$ cat config.mk
export PLATFORM = sky130hd
export DESIGN_NAME = gpu_cmd_scheduler
export DESIGN_NICKNAME = d
export VERILOG_FILES = /design/src/rtl/gpu_cmd_scheduler.sv
export SDC_FILE = /design/constraint.sdc
export NUM_CORES = 1
export LEC_CHECK = 0
export CAP_MARGIN = 20
export CORE_ASPECT_RATIO = 0.7
export CORE_MARGIN = 3
export CORE_UTILIZATION = 53
export CTS_CLUSTER_SIZE = 20
export DETAILED_ROUTE_END_ITERATION = 16
export PLACE_DENSITY = 0.75
export SLEW_MARGIN = 30
export SYNTH_ARGS = -nofsm -noshare
export SYNTH_HDL_FRONTEND = slang
export SYNTH_SLANG_ARGS = --single-unit
export TNS_END_PERCENT = 10
$ cat constraint.sdc
create_clock -name clk -period 3.4 [get_ports clk]
set_input_delay 0.68 -clock clk [delete_from_list [all_inputs] [get_ports clk]]
set_output_delay 0.68 -clock clk [all_outputs]
set_load 0.1 [all_outputs]
$ cat src/rtl/gpu_cmd_scheduler.sv
// gpu_cmd_scheduler: buffers APB-written opcode/parameter pairs and issues them one at a
// time to gpu_decoder, holding each draw command until the line engine reports done.
module gpu_cmd_scheduler #(
    parameter int DEPTH   = 8,
    parameter int TIMEOUT = 1048575
) (
    input  logic                       clk,
    input  logic                       n_rst,
    input  logic                       cmd_valid_i,
    input  logic [3:0]                 opcode_i,
    input  logic [24:0]                parameters_i,
    input  logic                       finished_i,
    input  logic                       clear_err_i,
    output logic                       command_o,
    output logic [3:0]                 opcode_o,
    output logic [24:0]                parameters_o,
    output logic [$clog2(DEPTH+1)-1:0] count_o,
    output logic                       full_o,
    output logic                       busy_o,
    output logic                       overflow_o,
    output logic                       timeout_o
);
    localparam int AW = $clog2(DEPTH);
    localparam int CW = $clog2(DEPTH + 1);
    localparam int TW = (TIMEOUT > 1) ? $clog2(TIMEOUT) : 1;
    localparam logic [CW-1:0] FULL_COUNT = CW'(DEPTH);
    localparam logic [TW-1:0] TIMER_LAST = TW'(TIMEOUT - 1);

    typedef enum logic [1:0] {IDLE, ISSUE, WAIT_DONE} state_t;

    state_t         state_reg, state_next;
    logic [AW-1:0]  wr_ptr_reg, rd_ptr_reg;
    logic [CW-1:0]  count_reg, count_next;
    logic [TW-1:0]  timer_reg, timer_next;
    logic [3:0]     opcode_reg;
    logic [24:0]    parameters_reg;
    logic           command_reg, overflow_reg, timeout_reg;
    logic           push, pop, full, timeout_evt;

    logic [28:0]    mem [DEPTH];

    assign full = (count_reg == FULL_COUNT);
    assign push = cmd_valid_i && !full;
    assign pop  = (state_reg == IDLE) && (count_reg != '0);

    always_comb begin
        count_next = count_reg;
        case ({push, pop})
            2'b10:   count_next = count_reg + CW'(1);
            2'b01:   count_next = count_reg - CW'(1);
            default: count_next = count_reg;
        endcase
    end

    // opcode_reg already holds the command being issued, so its draw bit steers ISSUE.
    always_comb begin
        state_next  = state_reg;
        timer_next  = timer_reg;
        timeout_evt = 1'b0;
        case (state_reg)
            IDLE: begin
                if (pop) state_next = ISSUE;
            end
            ISSUE: begin
                if (opcode_reg[3]) begin
                    state_next = WAIT_DONE;
                    timer_next = '0;
                end else begin
                    state_next = IDLE;
                end
            end
            WAIT_DONE: begin
                if (finished_i) begin
                    state_next = IDLE;
                end else if (timer_reg == TIMER_LAST) begin
                    state_next  = IDLE;
                    timeout_evt = 1'b1;
                end else begin
                    timer_next = timer_reg + TW'(1);
                end
            end
            default: state_next = IDLE;
        endcase
    end

    // Storage has no reset so it maps onto block RAM; the read port is the output register.
    always_ff @(posedge clk) begin
        if (push) mem[wr_ptr_reg] <= {opcode_i, parameters_i};
    end

    always_ff @(posedge clk) begin
        if (!n_rst) begin
            state_reg      <= IDLE;
            wr_ptr_reg     <= '0;
            rd_ptr_reg     <= '0;
            count_reg      <= '0;
            timer_reg      <= '0;
            opcode_reg     <= '0;
            parameters_reg <= '0;
            command_reg    <= 1'b0;
            overflow_reg   <= 1'b0;
            timeout_reg    <= 1'b0;
        end else begin
            state_reg   <= state_next;
            count_reg   <= count_next;
            timer_reg   <= timer_next;
            command_reg <= (state_reg == ISSUE);
            if (push) wr_ptr_reg <= wr_ptr_reg + AW'(1);
            if (pop) begin
                rd_ptr_reg                     <= rd_ptr_reg + AW'(1);
                {opcode_reg, parameters_reg}   <= mem[rd_ptr_reg];
            end
            // A set event in the same cycle as a clear leaves the flag set.
            overflow_reg <= (cmd_valid_i && full) || (overflow_reg && !clear_err_i);
            timeout_reg  <= timeout_evt || (timeout_reg && !clear_err_i);
        end
    end

    assign command_o    = command_reg;
    assign opcode_o     = opcode_reg;
    assign parameters_o = parameters_reg;
    assign count_o      = count_reg;
    assign full_o       = full;
    assign busy_o       = (state_reg != IDLE) || (count_reg != '0);
    assign overflow_o   = overflow_reg;
    assign timeout_o    = timeout_reg;

endmodule

==> results of run 1 <==
## power by group
group	switching, mW	internal, mW
Sequential	0.309	4.24
Combinational	2.43	1.09
Clock	1.28	1.84
## cell families after synthesis
family                   share of synthesized area (%)
multiplexers                                      14.0
adder cells (fa/ha/maj)                          0.761
buffers and inverters                             1.72
AND/OR/NAND/NOR                                   5.94
flip-flops                                        71.6
AO/OA/AOI/OAI                                     5.44
XOR/XNOR                                         0.456
## cells in the mapped netlist (3+ instances only)
cell type  number
a211oi_1       30
a21oi_1        17
a22oi_1         3
a311oi_1        5
a31oi_1         8
and3_1          4
buf_1           4
buf_2          11
clkbuf_1       20
dfxtp_1        64
edfxtp_1      232
ha_1            7
mux2i_1        31
mux4_2         58
nand2_1        28
nand2b_1        5
nand3_1         8
nand4_1         8
nor2_1         49
nor2b_1         4
nor3_1          6
o21a_1          3
o21ai_0        10
o221a_2         4
or3_1           3
xor2_1          5
## final timing paths
path                       from       endpoint  slack [ns]  cells after the start
setup reg to reg     count_o[0]     count_o[2]        0.73                      9
setup / recovery     count_o[0]         busy_o        0.61                      3
hold reg to reg   timer_reg[19]  timer_reg[19]        0.47                      1
hold / removal    timer_reg[19]  timer_reg[19]        0.47                      1
## cell type report
type / count / share of cell area (%)
Multi-Input combinational cell: 326 / 23.3
Clock inverter: 15 / 1.38
Timing Repair Buffer: 86 / 6.31
Sequential cell: 296 / 61.0
Clock buffer: 35 / 5.43
Inverter: 4 / 0.111
Tap cell: 276 / 2.55
## critical path, cell delays in order, from the launching register on
cell and delay, ns:
dfxtp_1 0.41, nor4_1 0.65, nand2_1 0.22, buf_4 0.30
## routing by layer
| layer | part of all wire [%] | vias to the layer above |
|---|---|---|
| li1 | - | 2827 |
| met2 | 48 | 224 |
| met3 | 5.2 | 39 |
| met4 | 1.6 | 0 |
| met1 | 46 | 3206 |
| met5 | 0 | - |
## per-stage QoR
stage	hold WS, ns	util, %	setup WS, ns
2_1_floorplan	0.424	-	-0.284
3_3_place_gp	0.450	60.0	0.426
3_5_place_dp	0.450	60.0	0.370
4_1_cts	0.463	64.4	0.366
5_1_grt	0.484	64.4	0.554
6_report	0.466	64.4	0.612
==> metrics.md, run 1 <==
| Metric | Value |
|---|---|
| Worst Path Required | `2.72 ns` |
| DR vias/cell | `6.07` |
| Max clock buf depth | `3` |
| GRT met3 Usage | `2.83%` |
| Die area | `0.0236 mm²` |
| DRT iter0 DRCs | `644` |
| Crit path arrival time | `2.11 ns` |
| Total power | `11.2 mW` |
| Filler cell count | `1,466` |
| Largest net degree at the start of global routing | `41` |
| Vias in the first global route | `6,300` |
| Minimum clock period | `2.79 ns` |
| Commonest non-fill, non-tap cells in the layout | `edfxtp_1, dfxtp_1, mux4_2` |
| Maximum VDD drop | `0.000567 V` |
| Netlist cell types | `53` |
| Top post-synthesis cells by area | `edfxtp_1, mux4_2, dfxtp_1` |
| DP Cell Count | `987` |
| CTS clk-pin slew, worst paths | `0.07 ns` |
| Starting density of the core | `54.7%` |
| EDFF count, synth | `232` |
| H-tree Lvls | `1` |
| DRC violations left | `0` |
| Tightest Pin Transition | `0.974 ns` |
| Fin crit share | `82.0%` |
| Post-DP HPWL | `13,500 µm` |
| WS Path Type | `reg -> out` |
| Initial antenna violation count | `0` |
| Mean Syn Cell Area | `17.3 µm²` |
| Multi-input gate area | `0.00315 mm²` |
| Commonest non-fill, non-tap cell in the layout | `edfxtp_1` |
| Hold Crit Class | `reg -> reg` |
| Tot GR Track Use | `19.7%` |
| Core Region | `0.0210 mm²` |
| Final ANT Viol Nets | `0` |
| Max_slew headroom | `34.9%` |
| Final Cell Area | `0.0135 mm²` |
| Total number of vias | `6,296` |
| Hold Buf Count CTS | `0` |
| First-pass DRT Iterations | `6` |
| Crit path max fanout | `8` |
| Max Cap Violations | `0` |
| Area delta synth->final | `17.6%` |
| Fin cells | `1,038` |
| CTS root buf | `clkbuf_16` |
| Final slew viol count | `0` |
| Cell Area, Synth | `0.0115 mm²` |
| Layout cell share with drive strength beyond 1 | `22.0%` |
| Die W | `182 µm` |
| Most Crowded Layer GR | `met2` |
| Crit. End Element | `output pin` |
| Ant diodes | `0` |
| Yosys reg bits | `296` |
| Max reg flops | `232` |
| Cts bufs inserted | `27` |
| Routed WL per cell | `22.0 µm` |
| Boundary Pins | `72` |
| Die height | `129 µm` |
| Register area share after synthesis | `71.6%` |
| Grt ovf | `0` |
| Area leader, netlist | `edfxtp_1` |
| CTS tree | `built` |
| Clock Skew | `0.0108 ns` |
| # port buffers | `71` |
| Std cell rows | `44` |
| Clk Latency, worst-skew pair | `0.53 ns` |
| Status | `finished, final reports clean` |
| DP Area | `0.0126 mm²` |
| Syn Nets | `706` |
| Synth Instances | `665` |
| Met1 Track Usage GR | `29.4%` |
| CTS resizes | `0` |
| Leakage | `4.30 nW` |
| Met2 Usage GRT | `31.5%` |
| Drt total wl | `22,800 µm` |
| Most used DFF post-synth | `edfxtp_1` |
| First-pass GRT wire length | `36,200 µm` |
| Gp weighted congestion | `0.818` |
| RSZ-0062 raised after global routing | `no` |
| Synth async-reset ratio | `0%` |
| Synth top area share | `60.5%` |
| Pwr per Cell Area | `826 mW/mm²` |
| FF/Latch Area | `0.00826 mm²` |
| Critical path startpoint category | `flop` |
| Clock sink count | `296` |
| Setup tns final | `0 ns` |
| Maximum clock frequency | `359 MHz` |
| Post-CTS Setup Bufs | `0` |
| Fin. Hold Viols | `0` |
| Final setup fails | `0` |
| Final #Nets | `782` |
| Synth Warn # | `0` |
Note: power is estimated with default switching activity, not from simulation.
==> run 2: changes to the inputs <==
- CORE_UTILIZATION: 53 -> 55
- clock period: 3.4 -> 2.64 ns (I/O delays scaled with it)
==> metrics.md, run 2 (same netlist as run 1, synthesis figures left out) <==
| Metric | Value |
|---|---|
| DP Cell Count | `1,002` |
| Starting density of the core | `57.1%` |
| Setup tns final | `0 ns` |
| Final setup fails | `0` |
| Post-DP HPWL | `15,000 µm` |
| Fin cells | `1,050` |
| Die area | `0.0227 mm²` |
| Maximum clock frequency | `453 MHz` |
| First-pass GRT wire length | `37,200 µm` |
| Commonest non-fill, non-tap cells in the layout | `edfxtp_1, buf_4, mux4_2` |
| Slowest stage delay, CP | `0.38 ns` |
| Crit. End Element | `flop` |
| Layout Utilization | `68.2%` |
| Vias in the first global route | `6,569` |
| Final slew viol count | `0` |
| Layout cell share with drive strength beyond 1 | `26.0%` |
| Max reg flops | `232` |
| Status | `finished, final reports clean` |
| H-tree Lvls | `1` |
| Drt total wl | `23,500 µm` |
| Core Region | `0.0202 mm²` |
| DRC violations left | `0` |
| Tot GR Track Use | `21.2%` |
| Cts bufs inserted | `27` |
| Total number of vias | `6,332` |
| Hold Crit Class | `reg -> reg` |
| Clock sink count | `296` |
| Std cell rows | `43` |
| Leakage | `4.46 nW` |
| CTS tree | `built` |
| Worst Path Buf+Inv | `1` |
| Maximum VDD drop | `0.000954 V` |
| Die height | `127 µm` |
| CTS resizes | `0` |
| Die W | `179 µm` |
| Pre-CTS setup slack | `0.0705 ns` |
| CTS clk-pin slew, worst paths | `0.06 ns` |
| # port buffers | `71` |
| Setup WS post-layout | `0.431 ns` |
| Final ANT Viol Nets | `0` |
| Slowest CP cell | `dfxtp_4` |
| WS Path Type | `reg -> reg` |
| Largest net degree at the start of global routing | `42` |
| DRT iter0 DRCs | `591` |
| CP Cell Sequence | `nor4_1 > buf_4 > nor3_4 > ha_4 > xor2_1 > ha_1 > a21oi_1 > xor2_1 > or3_1 > a21oi_1` |
| Boundary Pins | `72` |
| Gp weighted congestion | `0.877` |
| Worst Path Required | `3.09 ns` |
| Pwr per Cell Area | `1070 mW/mm²` |
| Routed WL per cell | `22.3 µm` |
| Delay-heaviest family, CP | `simple AND/OR/NAND/NOR gates` |
| Fin. Hold Viols | `0` |
| Max clock buf depth | `3` |
| Clock Skew | `0.00695 ns` |
| Grt ovf | `0` |
| Tightest Pin Transition | `0.747 ns` |
| Critical path startpoint category | `flop` |
| RSZ-0062 raised after global routing | `no` |
| Ant diodes | `0` |
| Fin crit share | `83.7%` |
| Final Cell Area | `0.0138 mm²` |
| DR vias/cell | `6.03` |
| Crit path arrival time | `2.66 ns` |
| CTS root buf | `clkbuf_16` |
| Initial antenna violation count | `0` |
| DP Area | `0.0128 mm²` |
| Final #Nets | `802` |
| Commonest non-fill, non-tap cell in the layout | `edfxtp_1` |
| Area delta synth->final | `19.4%` |
| First-pass DRT Iterations | `5` |
| Hold Buf Count CTS | `0` |
| Minimum clock period | `2.21 ns` |
| Crit path max fanout | `8` |
| Max_slew headroom | `50.1%` |
| Clk Latency, worst-skew pair | `0.52 ns` |
| Post-CTS Setup Bufs | `0` |
| Max Cap Violations | `0` |
run 2: cell type report:
type	count	area (µm²)
timing repair buffer	106	991
tap	270	338
fill	1349	6420
clock buffer	32	714
multi-input combinational	326	3170
sequential	296	8270
inverter	4	15.0
clock inverter	16	258
run 2: final timing paths:
kind / startpoint / endpoint / slack [ns] / cells after the start
setup / recovery: count_o[0] / count_o[2] / 0.43 / 10
hold / removal: timer_reg[19] / timer_reg[19] / 0.47 / 1
setup reg to reg: count_o[0] / count_o[2] / 0.43 / 10
hold reg to reg: timer_reg[19] / timer_reg[19] / 0.47 / 1
run 2: power breakdown:
part           total (mW)  internal [mW]  switching (mW)  leakage [nW]
Combinational        4.66           1.46            3.20          1.35
Sequential           5.83           5.47           0.357          2.63
Clock                4.24           2.61            1.63         0.474
run 2: routing by layer:
metal	share of wire [%]	vias to the layer above	global-route usage, %	wire length [µm]
li1	-	2861	-	-
met1	44	3203	31.1	10300
met2	48	234	34.2	11300
met3	6.1	34	3.83	1430
met4	1.9	0	4.44	453
met5	0	-	0	0
run 2: metrics by stage:
stage	power, mW	hold WS (ns)
after detailed placement	10.6	0.445
after CTS	14.8	0.468
final	14.7	0.466
after floorplan	9.46	0.424
after global placement	10.5	0.445
after global routing	15.3	0.518
==> run 3: changes to the inputs <==
- CORE_UTILIZATION: 55 -> 53
- clock period: 2.64 -> 1.9 ns (I/O delays scaled with it)
==> metrics.md, run 3 (same netlist as run 1, synthesis figures left out) <==
| Metric | Value |
|---|---|
| Crit path max fanout | `4` |
| Maximum VDD drop | `0.00129 V` |
| Pwr per Cell Area | `1470 mW/mm²` |
| Crit. End Element | `flop` |
| Clk Latency, worst-skew pair | `0.53 ns` |
| Starting density of the core | `54.7%` |
| WS Path Type | `reg -> reg` |
| Ant diodes | `0` |
| Status | `finished, violations left` |
| First-pass DRT Iterations | `5` |
| Clock Skew | `0.0175 ns` |
| GRT met3 Usage | `3.68%` |
| Critical path startpoint category | `flop` |
| Tot GR Track Use | `20.3%` |
| Routed WL per cell | `21.8 µm` |
| Crit path arrival time | `2.61 ns` |
| Final setup fails | `4` |
| Max reg flops | `232` |
| Die height | `129 µm` |
| Clock sink count | `296` |
| Final Cell Area | `0.0144 mm²` |
| Tightest Pin Transition | `0.427 ns` |
| Gp weighted congestion | `0.856` |
| Grt ovf | `0` |
| Setup WS post-layout | `-0.290 ns` |
| Most Crowded Layer GR | `met2` |
| Core Region | `0.0210 mm²` |
| Final ANT Viol Nets | `0` |
| Std cell rows | `44` |
| Met1 Track Usage GR | `30.1%` |
| Met2 Usage GRT | `32.4%` |
| DRC violations left | `0` |
| Total number of vias | `6,422` |
| Vias in the first global route | `6,441` |
| Final #Nets | `832` |
| Commonest non-fill, non-tap cell in the layout | `edfxtp_1` |
| CTS root buf | `clkbuf_16` |
| H-tree Lvls | `1` |
| # port buffers | `71` |
| Largest net degree at the start of global routing | `60` |
| Max_slew headroom | `71.5%` |
| Commonest non-fill, non-tap cells in the layout | `edfxtp_1, mux4_2, dfxtp_1` |
| Drt total wl | `23,700 µm` |
| Leakage | `4.69 nW` |
| First-pass GRT wire length | `37,100 µm` |
| DP Cell Count | `1,034` |
| Boundary Pins | `72` |
| RSZ-0062 raised after global routing | `yes` |
| Max Cap Violations | `0` |
| Die W | `182 µm` |
| Fin cells | `1,088` |
| Hold Crit Class | `reg -> reg` |
| Worst Path Required | `2.32 ns` |
| Die area | `0.0236 mm²` |
| Post-DP HPWL | `14,500 µm` |
| Fin. Hold Viols | `0` |
| DR vias/cell | `5.90` |
| Layout Utilization | `68.7%` |
| Failing checks | `setup timing` |
| Pre-CTS setup slack | `-0.501 ns` |
| Area delta synth->final | `25.5%` |
| DRT iter0 DRCs | `473` |
| Maximum clock frequency | `457 MHz` |
| Cts bufs inserted | `27` |
| Max clock buf depth | `3` |
| CTS clk-pin slew, worst paths | `0.06 ns` |
| CTS tree | `built` |
| Layout cell share with drive strength beyond 1 | `30.7%` |
| Fin crit share | `115%` |
| DP Area | `0.0134 mm²` |
| Final slew viol count | `0` |
| Initial antenna violation count | `0` |
| Minimum clock period | `2.19 ns` |
-- run 3: per-layer routing --
metal / share of wire, % / vias up
met1: 45 / 3256
met4: 1.7 / 0
met2: 48 / 202
li1: - / 2924
met3: 5.4 / 40
met5: 0 / -
-- run 3: path summary, 6_finish.rpt --
kind / from / end / slack (ns) / cells past startpoint
hold reg to reg: timer_reg[19] / timer_reg[19] / 0.47 / 1
setup reg to reg: count_o[3] / count_o[3] / -0.29 / 10
hold / removal: timer_reg[19] / timer_reg[19] / 0.47 / 1
setup / recovery: count_o[3] / count_o[3] / -0.29 / 10
-- run 3: power by group --
group          leakage [nW]  internal, mW  total, mW  switching [mW]
clock                 0.414          3.05       5.33            2.29
combinational          1.64          3.00       7.79            4.79
sequential             2.63          7.60       8.08           0.481
-- run 3: repair_timing --
item,4_1_cts,5_1_grt
setup buffers,3,3
resized for setup,13,10
endpoints found under the setup margin,6,103
pin swaps,7,3
hold buffers,0,0
-- run 3: worst max-delay path: stages (launching register included) --
cell      delay [ns]
dfxtp_4         0.36
nor4_4          0.27
buf_4           0.17
nor3_4          0.06
ha_4            0.17
buf_4           0.15
nor4bb_2        0.31
nand2_1         0.12
o21a_1          0.14
o21a_1          0.17
o21a_1          0.17
-- run 3: through the flow --
stage	TNS (ns)	hold slack (ns)	power [mW]
floorplan	-171.51	0.424	13.2
global placement	-32.60	0.442	15.6
detailed placement	-38.65	0.452	15.8
CTS	-0.714	0.461	21.3
global route	-1.13	0.481	22.1
finish	-0.759	0.467	21.2
-- run 3: final cells by class --
cell class / instances / area, µm²
inverters: 4 / 15.0
repair buffers: 136 / 1670
flip-flops and latches: 296 / 8270
multi-input cells: 326 / 3270
clock inverters: 16 / 174
well taps: 276 / 345
clock buffers: 34 / 702
fillers: 1333 / 6580
